<file path="config.mk">
export PLATFORM = sky130hd
export DESIGN_NAME = xf_test_initiator_flat
export DESIGN_NICKNAME = d
export VERILOG_FILES = /design/src/rtl/xf_test_initiator_if.sv /design/src/rtl/xf_test_initiator.sv /design/src/flat_wrapper.sv
export SDC_FILE = /design/constraint.sdc
export NUM_CORES = 1
export LEC_CHECK = 0
export ABC_AREA = 1
export BUFFER_PORTS_ARGS = -buffer_cell sky130_fd_sc_hd__buf_2
export CAP_MARGIN = 20
export CORE_MARGIN = 4
export CORE_UTILIZATION = 45
export CTS_CLUSTER_SIZE = 16
export DETAILED_ROUTE_END_ITERATION = 7
export GPL_ROUTABILITY_DRIVEN = 0
export PLACE_DENSITY = 0.76
export SETUP_SLACK_MARGIN = 0.4
export SLEW_MARGIN = 20
export SYNTH_ARGS = -nofsm -noshare
export SYNTH_HDL_FRONTEND = slang
export SYNTH_SLANG_ARGS = --single-unit
</file>
<file path="constraint.sdc">
create_clock -name clk -period 1.7 [get_ports clk]
set_input_delay 0.255 -clock clk [delete_from_list [all_inputs] [get_ports clk]]
set_output_delay 0.255 -clock clk [all_outputs]
set_load 0.005 [all_outputs]
</file>
<file path="src/rtl/xf_test_initiator_if.sv">
// rtl/xf_test_initiator_if.sv - fabric req/rsp bundle between an initiator (master) and a target (slave)
interface xf_test_initiator_if #(
  parameter int AW = 24,
  parameter int DW = 32
);
  logic            req_vld;
  logic            req_gnt;
  logic            req_wr;
  logic [AW-1:0]   req_adr;
  logic [DW/8-1:0] req_strb;
  logic [DW-1:0]   req_dat;
  logic            rsp_vld;
  logic            rsp_gnt;
  logic [DW-1:0]   rsp_dat;

  modport master (
    output req_vld, req_wr, req_adr, req_strb, req_dat, rsp_gnt,
    input  req_gnt, rsp_vld, rsp_dat
  );

  modport slave (
    input  req_vld, req_wr, req_adr, req_strb, req_dat, rsp_gnt,
    output req_gnt, rsp_vld, rsp_dat
  );
endinterface

</file>
<file path="src/rtl/xf_test_initiator.sv">
// rtl/xf_test_initiator.sv - self-checking write/readback initiator with per-wait watchdog
module xf_test_initiator #(
  parameter int            AW       = 24,
  parameter int            DW       = 32,
  parameter int            NUM      = 4,
  parameter logic [AW-1:0] BASE_ADR = '0,
  parameter logic [31:0]   PATTERN  = 32'hA5A5_0000,
  parameter int            TO_CYC   = 64
) (
  input  logic       clk,
  input  logic       rst,
  input  logic       start,
  output logic       busy,
  output logic       done,
  output logic       pass,
  output logic [7:0] err_cnt,
  output logic       timeout,
  xf_test_initiator_if.master bus
);

  localparam int            WDW      = $clog2(TO_CYC) + 1;
  localparam logic [WDW-1:0] WDOG_LIM = WDW'(TO_CYC - 1);
  localparam logic [7:0]    LAST_IDX = 8'(NUM - 1);
  localparam logic [AW-1:0] STEP     = AW'(DW / 8);
  localparam logic [DW-1:0] PAT      = DW'(PATTERN);

  typedef enum logic [2:0] {
    IDLE   = 3'd0,
    WR_REQ = 3'd1,
    WR_RSP = 3'd2,
    RD_REQ = 3'd3,
    RD_RSP = 3'd4,
    FIN    = 3'd5
  } state_t;

  state_t         state_q, state_d;
  logic [7:0]     idx_q, idx_d;
  logic [WDW-1:0] wdog_q, wdog_d;
  logic [7:0]     err_q, err_d;
  logic           timeout_q, timeout_d;
  logic           done_q, done_d;
  logic           busy_q, busy_d;
  logic           req_vld_q, req_vld_d;
  logic           rsp_gnt_q, rsp_gnt_d;
  logic           req_wr_q, req_wr_d;
  logic [AW-1:0]  req_adr_q, req_adr_d;
  logic [DW-1:0]  req_dat_q, req_dat_d;

  logic           active;
  logic           hs;
  logic           err_inc;
  state_t         hs_state;
  logic [7:0]     hs_idx;

  always_comb begin
    state_d   = state_q;
    idx_d     = idx_q;
    wdog_d    = wdog_q;
    err_d     = err_q;
    timeout_d = timeout_q;
    active    = 1'b0;
    hs        = 1'b0;
    err_inc   = 1'b0;
    hs_state  = state_q;
    hs_idx    = idx_q;

    case (state_q)
      IDLE, FIN: begin
        if (start) begin
          state_d   = WR_REQ;
          idx_d     = 8'd0;
          err_d     = 8'd0;
          timeout_d = 1'b0;
        end
      end
      WR_REQ: begin
        active   = 1'b1;
        hs       = req_vld_q & bus.req_gnt;
        hs_state = WR_RSP;
      end
      WR_RSP: begin
        active = 1'b1;
        hs     = rsp_gnt_q & bus.rsp_vld;
        if (idx_q == LAST_IDX) begin
          hs_state = RD_REQ;
          hs_idx   = 8'd0;
        end else begin
          hs_state = WR_REQ;
          hs_idx   = idx_q + 8'd1;
        end
      end
      RD_REQ: begin
        active   = 1'b1;
        hs       = req_vld_q & bus.req_gnt;
        hs_state = RD_RSP;
      end
      RD_RSP: begin
        active = 1'b1;
        hs     = rsp_gnt_q & bus.rsp_vld;
        if (hs && (bus.rsp_dat != (PAT + DW'(idx_q)))) begin
          err_inc = 1'b1;
        end
        if (idx_q == LAST_IDX) begin
          hs_state = FIN;
        end else begin
          hs_state = RD_REQ;
          hs_idx   = idx_q + 8'd1;
        end
      end
      default: state_d = IDLE;
    endcase

    // A completed handshake always wins over the watchdog in the same cycle.
    if (active) begin
      if (hs) begin
        state_d = hs_state;
        idx_d   = hs_idx;
      end else if (wdog_q == WDOG_LIM) begin
        state_d   = FIN;
        timeout_d = 1'b1;
        err_inc   = 1'b1;
      end else begin
        wdog_d = wdog_q + 1'b1;
      end
    end

    if (state_d != state_q) begin
      wdog_d = '0;
    end

    if (err_inc && (err_q != 8'hFF)) begin
      err_d = err_q + 8'd1;
    end
  end

  // Bus outputs are registered off the next state so they change with it.
  always_comb begin
    req_vld_d = (state_d == WR_REQ) || (state_d == RD_REQ);
    rsp_gnt_d = (state_d == WR_RSP) || (state_d == RD_RSP);
    req_wr_d  = (state_d == WR_REQ);
    busy_d    = (state_d != IDLE) && (state_d != FIN);
    done_d    = (state_d == FIN);
    req_adr_d = req_adr_q;
    req_dat_d = req_dat_q;
    if (req_vld_d) begin
      req_adr_d = BASE_ADR + (AW'(idx_d) * STEP);
    end
    if (state_d == WR_REQ) begin
      req_dat_d = PAT + DW'(idx_d);
    end else if ((state_d == RD_REQ) || (state_d == RD_RSP)) begin
      req_dat_d = '0;
    end
  end

  always_ff @(posedge clk) begin
    if (rst) begin
      state_q   <= IDLE;
      idx_q     <= 8'd0;
      wdog_q    <= '0;
      err_q     <= 8'd0;
      timeout_q <= 1'b0;
      done_q    <= 1'b0;
      busy_q    <= 1'b0;
      req_vld_q <= 1'b0;
      rsp_gnt_q <= 1'b0;
      req_wr_q  <= 1'b0;
      req_adr_q <= '0;
      req_dat_q <= '0;
    end else begin
      state_q   <= state_d;
      idx_q     <= idx_d;
      wdog_q    <= wdog_d;
      err_q     <= err_d;
      timeout_q <= timeout_d;
      done_q    <= done_d;
      busy_q    <= busy_d;
      req_vld_q <= req_vld_d;
      rsp_gnt_q <= rsp_gnt_d;
      req_wr_q  <= req_wr_d;
      req_adr_q <= req_adr_d;
      req_dat_q <= req_dat_d;
    end
  end

  assign busy         = busy_q;
  assign done         = done_q;
  assign err_cnt      = err_q;
  assign timeout      = timeout_q;
  assign pass         = done_q & (err_q == 8'd0) & ~timeout_q;
  assign bus.req_vld  = req_vld_q;
  assign bus.rsp_gnt  = rsp_gnt_q;
  assign bus.req_wr   = req_wr_q;
  assign bus.req_adr  = req_adr_q;
  assign bus.req_dat  = req_dat_q;
  assign bus.req_strb = '1;

endmodule

</file>
<file path="src/flat_wrapper.sv">
// flat-port wrapper written by rule: the top's interface ports become plain ports
module xf_test_initiator_flat 
#(
  parameter int            AW       = 24,
  parameter int            DW       = 32,
  parameter int            NUM      = 4,
  parameter logic [AW-1:0] BASE_ADR = '0,
  parameter logic [31:0]   PATTERN  = 32'hA5A5_0000,
  parameter int            TO_CYC   = 64
)
  (clk, rst, start, busy, done, pass, err_cnt, timeout, bus_req_vld, bus_req_wr, bus_req_adr, bus_req_strb, bus_req_dat, bus_rsp_gnt, bus_req_gnt, bus_rsp_vld, bus_rsp_dat);
  xf_test_initiator_if #(.AW(AW), .DW(DW)) bus_i ();
  input  logic clk;
  input  logic rst;
  input  logic start;
  output logic busy;
  output logic done;
  output logic pass;
  output logic [7:0] err_cnt;
  output logic timeout;
  output wire logic [$bits(bus_i.req_vld)-1:0] bus_req_vld;
  output wire logic [$bits(bus_i.req_wr)-1:0] bus_req_wr;
  output wire logic [$bits(bus_i.req_adr)-1:0] bus_req_adr;
  output wire logic [$bits(bus_i.req_strb)-1:0] bus_req_strb;
  output wire logic [$bits(bus_i.req_dat)-1:0] bus_req_dat;
  output wire logic [$bits(bus_i.rsp_gnt)-1:0] bus_rsp_gnt;
  input wire logic [$bits(bus_i.req_gnt)-1:0] bus_req_gnt;
  input wire logic [$bits(bus_i.rsp_vld)-1:0] bus_rsp_vld;
  input wire logic [$bits(bus_i.rsp_dat)-1:0] bus_rsp_dat;
  assign bus_req_vld = bus_i.req_vld;
  assign bus_req_wr = bus_i.req_wr;
  assign bus_req_adr = bus_i.req_adr;
  assign bus_req_strb = bus_i.req_strb;
  assign bus_req_dat = bus_i.req_dat;
  assign bus_rsp_gnt = bus_i.rsp_gnt;
  assign bus_i.req_gnt = bus_req_gnt;
  assign bus_i.rsp_vld = bus_rsp_vld;
  assign bus_i.rsp_dat = bus_rsp_dat;
  xf_test_initiator #(.AW(AW), .DW(DW), .NUM(NUM), .BASE_ADR(BASE_ADR), .PATTERN(PATTERN), .TO_CYC(TO_CYC)) u_core (.clk(clk), .rst(rst), .start(start), .busy(busy), .done(done), .pass(pass), .err_cnt(err_cnt), .timeout(timeout), .bus(bus_i));
endmodule
</file>
==> metrics.md, run 1 <==
| Metric | Value |
|---|---|
| Status | complete, but fails checks |
| Failing checks | setup timing |
| Static Leak | 2.31 nW |
| CTS Buf Count | 5 |
| Avg Cell Area, Syn | 6.85 µm² |
| Antenna-violating nets left | 0 |
| Hold buffer count at CTS | 0 |
| Synth Register Bits | 49 |
| Largest net degree at the start of global routing | 29 |
| Starting density of the core | 0.461 |
| Max-cap violations | 0 |
| Clock skew | 0.0106 ns |
| CP arrival | 2.05 ns |
| Synth cell types | 36 |
| Final setup violation count | 22 |
| Initial antenna violation count | 0 |
| PwrDens | 549 nW/µm² |
| Async SR Flop Fraction | 0 |
| CP max FO | 7 |
| Share of layout cells above drive strength 1 | 0.520 |
| Num Clock Sinks | 49 |
| Hpwl dp | 6.20 mm |
| CP Data Required Time | 1.95 ns |
| Startpoint Class | flip-flop |
| Reg-to-Reg End | u_core.bus.req_dat[2] |
| Most frequent cells in the layout | 80 x nand2_1, 74 x buf_2, 73 x buf_4 |
| Vias per inst | 4.89 |
| Longest Clk Path Bufs | 2 |
| Worst Setup End Kind | flip-flop |
| Place WS | -0.0916 ns |
| Buffers & Inverters on Critical Path | 0 |
| PortBufs | 75 |
| Post-route cell area | 4840 µm² |
| CTS Root Cell | clkbuf_8 |
| Period Utilization, post-route | 1.06 |
| Setup ws final | -0.104 ns |
| CP startpoint | u_core.wdog_q[0] |
| Core Util, Final | 0.713 |
| # fillers | 475 |
| Pre-antenna DRT Iters | 4 |
| FMAX | 554 MHz |
| Via Count | 3,463 |
| Die Wd | 91.4 µm |
| Post-synthesis sequential area ratio | 0.313 |
| Worst setup endpoint | u_core.bus.req_dat[2] |
| Number of synthesized flops with an enable pin | 0 |
| Leading cell type in the layout, fill and taps excluded | nand2_1 |
| First-pass GRT wire length | 14.8 mm |
| Worst-Skew Late Latency | 0.31 ns |
| Post-Syn Area | 3130 µm² |
| Initial DRC count | 185 |
| Area Overhead vs Synth | 54.6% |
| RR Startpoint | u_core.wdog_q[0] |
| Nets | 653 |
| CP Depth | 9 |
| Dominant cell type by area after synthesis | dfxtp_1 |
| Synth warn | 0 |
| Top cells by area, synth | dfxtp_1 31%, nand2_1 13%, buf_4 10% |
| Gr usage total | 0.213 |
| Cell Rows | 30 |
| CTS tree | built |
| Reg2Reg Setup Slack | -0.10 ns |
| Minimum clock period after layout | 1.80 ns |
| Final Non-Filler Cells | 708 |
| Critical setup path kind | flip-flop to flip-flop |
| CP max stage cell | dfxtp_2 |
| Top_reg_cell synth | dfxtp_1 |
| Vias in the first global route | 3,449 |
| GRT Residual Overflow | 0 |
| Die area | 8350 µm² |
| Slowest stage delay, CP | 0.34 ns |
| Placed inst area | 3880 µm² |
| Post-synthesis cell count | 457 |
| Max H-tree Level | 2 |
| # diodes | 0 |
| Core ar. | 6790 µm² |
| Io pins | 112 |
| Slew Viols, Final | 0 |
| Die Y | 91.4 µm |
| Hold WC Path Type | input pin to flip-flop |
| WL final | 10.1 mm |
| Top cell type's share of synthesized area | 0.313 |
| Drc violations | 0 |
| CP top delay family | simple AND/OR/NAND/NOR gates |
| R2R depth | 9 |
| Placed Cells | 665 |
| VDD IR max | 0.507 mV |
| Final Hold Fails | 0 |
| RSZ-0062 raised after global routing | true |
| Average wire per standard cell | 14.3 µm |
| Cells along the critical path | ha_2 -> nand3_2 -> nor2_4 -> nand2_4 -> a31oi_4 -> nand2_8 -> nor2_4 -> nand2_4 -> o21ai_2 |
| Clock-pin slew on the worst setup and hold paths | 0.09 ns |
[state kept, by name, indices dropped and copies added, names as in the netlist]
register,flops
u_core.err_cnt,8
u_core.bus.req_dat,9
u_core.state_q,3
u_core.wdog_q,7
u_core.bus.req_adr,8
u_core.bus.req_wr,1
u_core.timeout,1
u_core.idx_q,8
u_core.bus.rsp_gnt,1
u_core.done,1
u_core.busy,1
u_core.bus.req_vld,1
[per-stage QoR]
step | hold slack (ns) | setup TNS, ns | power (mW)
floorplan | 0.417 | 0 | 1.59
global placement | 0.426 | 0 | 1.68
detailed placement | 0.430 | -0.845 | 1.69
CTS | 0.406 | 0 | 2.56
global route | 0.433 | -3.41 | 2.77
finish | 0.415 | -0.943 | 2.66
[report_power, final]
group	switching (mW)	internal [mW]
clock network	0.418	0.382
registers	0.0262	1.18
logic	0.362	0.293
total	0.807	1.85
[how the worst min path moves through the flow]
stage / startpoint / endpoint / cells past startpoint
after global routing: rst / u_core.bus.req_adr[9] / 5
after detailed placement: u_core.wdog_q[6] / u_core.wdog_q[6] / 2
after global placement: u_core.wdog_q[6] / u_core.wdog_q[6] / 2
after floorplan: u_core.wdog_q[6] / u_core.wdog_q[6] / 2
after CTS: rst / u_core.bus.req_adr[3] / 5
final: rst / u_core.bus.req_adr[3] / 5
[cells in the mapped netlist (3+ instances only)]
cell type,count
nand2_1,108
nor2_1,56
dfxtp_1,49
buf_4,43
inv_1,43
nand3_1,38
a21oi_1,21
nand4_1,14
o21ai_0,12
xor2_1,10
nand3b_1,6
clkbuf_1,5
ha_1,5
o21ai_2,5
buf_6,4
nand2_2,4
inv_2,3
nand2_4,3
o211ai_1,3
xnor2_1,3
[worst register-to-register path, delay by kind of cell, from the launching register on]
| kind | cells | cell delay (ns) |
|---|---|---|
| compound gates | 2 | 0.42 |
| fa+ha+maj | 1 | 0.19 |
| simple gates | 6 | 0.81 |
| flops | 1 | 0.34 |
[what timing repair did]
action,CTS,global route
pin swaps,39,27
setup endpoints to repair,50,52
buffers inserted,23,12
gates resized for setup,93,78
[cells by family (layout without fill, tap and decap cells)]
logic type / Yosys count / count (layout) / share of synthesized area
DFF: 49 / 49 / 0.313
other: 2 / 36 / 0.00240
adders and majority gates: 5 / 5 / 0.0200
xor gates and xnor gates: 13 / 13 / 0.0364
AOI/OAI and AO/OA: 47 / 47 / 0.0907
muxes: 1 / 1 / 0.00320
and+or+nand+nor: 240 / 240 / 0.352
buffers and inverters: 100 / 221 / 0.182
[layer usage]
metal	share of wire	track usage
met3	0.045	0.0389
met4	0.038	0.106
met2	0.55	0.399
met1	0.37	0.226
met5	0	0
[final cells by class]
cell class	count	area, µm²	area share
Clock buffer	6	93.8	0.0194
Clock inverter	2	16.3	0.00336
Inverter	46	198	0.0408
Multi-Input combinational cell	342	2250	0.464
Sequential cell	49	1010	0.210
Tap cell	96	120	0.0248
Timing Repair Buffer	167	1150	0.238
Note: power is estimated with default switching activity, not from simulation.
==> inputs of run 2 (changes only) <==
--- a/config.mk
+++ b/config.mk
@@ -15,6 +15,7 @@
 export GPL_ROUTABILITY_DRIVEN = 0
 export PLACE_DENSITY = 0.76
 export SETUP_SLACK_MARGIN = 0.4
+export SKIP_LAST_GASP = 1
 export SLEW_MARGIN = 20
 export SYNTH_ARGS = -nofsm -noshare
 export SYNTH_HDL_FRONTEND = slang
==> metrics.md, run 2 (synthesis results as in run 1) <==
| Metric | Value |
|---|---|
| Worst Setup End Kind | flip-flop |
| Reg2Reg Setup Slack | -0.1 ns |
| Place WS | -0.0916 ns |
| FMAX | 556 MHz |
| RR Startpoint | u_core.wdog_q[0] |
| Max H-tree Level | 2 |
| Setup ws final | -0.0989 ns |
| Period Utilization, post-route | 1.06 |
| Startpoint Class | flip-flop |
| GRT Residual Overflow | 0 |
| Area Overhead vs Synth | 52.6% |
| Internal power | 1.85 mW |
| Switching power | 809 µW |
| RSZ-0062 raised after global routing | true |
| Vias per inst | 4.90 |
| # fillers | 496 |
| CP Data Required Time | 1.95 ns |
| VDD IR max | 0.512 mV |
| Largest register FFs | 9 |
| Largest net degree at the start of global routing | 29 |
| Cell Rows | 30 |
| R2R depth | 9 |
| CTS Buf Count | 5 |
| Seq pwr share | 0.452 |
| Minimum clock period after layout | 1.80 ns |
| PwrDens | 556 nW/µm² |
| Initial DRC count | 156 |
| Initial antenna violation count | 0 |
| Nets | 653 |
| Gr usage total | 0.213 |
| Longest Clk Path Bufs | 2 |
| Worst Hold End | u_core.bus.req_adr[3] |
| CTS tree | built |
| CP max FO | 7 |
| Starting density of the core | 0.461 |
| Most frequent cells in the layout | 82 x nand2_1, 74 x buf_2, 73 x buf_4 |
| Hold WC Path Type | input pin to flip-flop |
| Vias in the first global route | 3,449 |
| Clock network fraction of total power | 0.303 |
| Num Clock Sinks | 49 |
| PortBufs | 75 |
| Clock skew | 0.0112 ns |
| Final Hold Fails | 0 |
| Reg-to-Reg End | u_core.bus.req_dat[2] |
| Cells on Worst Hold Path | 5 |
| Leading cell type in the layout, fill and taps excluded | nand2_1 |
| Hold buffer count at CTS | 0 |
| Max-cap violations | 0 |
| Die Y | 91.4 µm |
| First-pass GRT wire length | 14.8 mm |
| Launch point of the worst hold path | rst |
| WL final | 9.96 mm |
| Antenna-violating nets left | 0 |
| Worst-Skew Late Latency | 0.31 ns |
| Clock-pin slew on the worst setup and hold paths | 0.09 ns |
| Combinational share of power | 0.245 |
| CTS Root Cell | clkbuf_8 |
| Static Leak | 2.30 nW |
| CP arrival | 2.05 ns |
| Pre-antenna DRT Iters | 4 |
| Die area | 8350 µm² |
| # diodes | 0 |
| Via Count | 3,468 |
| Status | complete, but fails checks |
| Die Wd | 91.4 µm |
| Sw frac | 0.304 |
| FF/Latch Area | 1010 µm² |
| Core ar. | 6790 µm² |
| Average wire per standard cell | 14.1 µm |
| Area of the multi-input gates | 2190 µm² |
| Final setup violation count | 23 |
| Hpwl dp | 6.20 mm |
| Failing checks | setup timing |
| Io pins | 112 |
| Share of layout cells above drive strength 1 | 0.505 |
| WHS | 0.421 ns |
| Slew Viols, Final | 0 |
| Drc violations | 0 |
| Critical setup path kind | flip-flop to flip-flop |
run 2: cell count changes in the layout (fill, tap and decap cells not counted), moves of 2 or more:
cell	previous run	this run
nand3_1	21	24
nand2_1	80	82
nand3_4	7	5
o21ai_1	3	5
o21ai_2	13	11
run 2: worst max-delay path by stage:
| stage | startpoint | end | slack [ns] | cells after the start |
|---|---|---|---|---|
| 2_1_floorplan | u_core.state_q[0] | u_core.bus.req_dat[2] | 0.08 | 12 |
| 3_3_place_gp | u_core.state_q[2] | u_core.wdog_q[0] | 0.01 | 12 |
| 3_5_place_dp | u_core.state_q[2] | u_core.wdog_q[4] | -0.09 | 12 |
| 4_1_cts | u_core.state_q[0] | u_core.wdog_q[4] | 0.03 | 10 |
| 5_1_grt | u_core.idx_q[1] | u_core.bus.req_dat[5] | -0.16 | 12 |
| 6_report | u_core.wdog_q[0] | u_core.bus.req_dat[2] | -0.1 | 9 |
run 2: metrics by stage:
step / std cells / area, µm² / setup TNS [ns] / total power, mW / utilization
floorplan: 491 / 3340 / 0 / 1.59 / -
global placement: 665 / 3880 / 0 / 1.68 / 0.571
detailed placement: 665 / 3880 / -0.845 / 1.69 / 0.571
CTS: 696 / 4450 / 0 / 2.56 / 0.655
global route: 708 / 4780 / -3.43 / 2.77 / 0.703
finish: 708 / 4780 / -0.978 / 2.66 / 0.703
run 2: cell type report:
| class | instances | share of cell area |
|---|---|---|
| Multi-Input combinational cell | 342 | 0.458 |
| Timing Repair Buffer | 167 | 0.241 |
| Sequential cell | 49 | 0.212 |
| Clock buffer | 6 | 0.0196 |
| Tap cell | 96 | 0.0251 |
| Clock inverter | 2 | 0.00340 |
| Inverter | 46 | 0.0414 |
run 2: what timing repair did:
action,CTS,global route
setup buffers,23,12
endpoints found under the setup margin,50,52
pin swaps,39,25
resized for setup,93,64
run 2: routing by layer:
metal / track usage / wire, µm / share of wire / vias to the layer above
met5: 0 / 0 / 0 / -
met4: 0.106 / 337 / 0.034 / 0
met3: 0.0389 / 452 / 0.045 / 34
met2: 0.399 / 5420 / 0.54 / 122
met1: 0.226 / 3760 / 0.38 / 1612
li1: - / - / - / 1700
run 2: worst max-delay path, cell delays in order, from the launching register on:
cell and delay (ns):
dfxtp_2 0.34, ha_2 0.19, nand3_2 0.11, nor2_4 0.17, nand2_4 0.10, a31oi_4 0.27, nand2_8 0.13, nor2_4 0.17
nand2_4 0.12, o21ai_2 0.14
run 2: power by group through the flow:
stage | registers, mW | logic, mW | clock network [mW]
2_1_floorplan | 1.23 | 0.361 | 0
3_3_place_gp | 1.23 | 0.455 | 0
3_5_place_dp | 1.23 | 0.463 | 0
4_1_cts | 1.20 | 0.548 | 0.807
5_1_grt | 1.21 | 0.703 | 0.855
6_report | 1.20 | 0.651 | 0.805
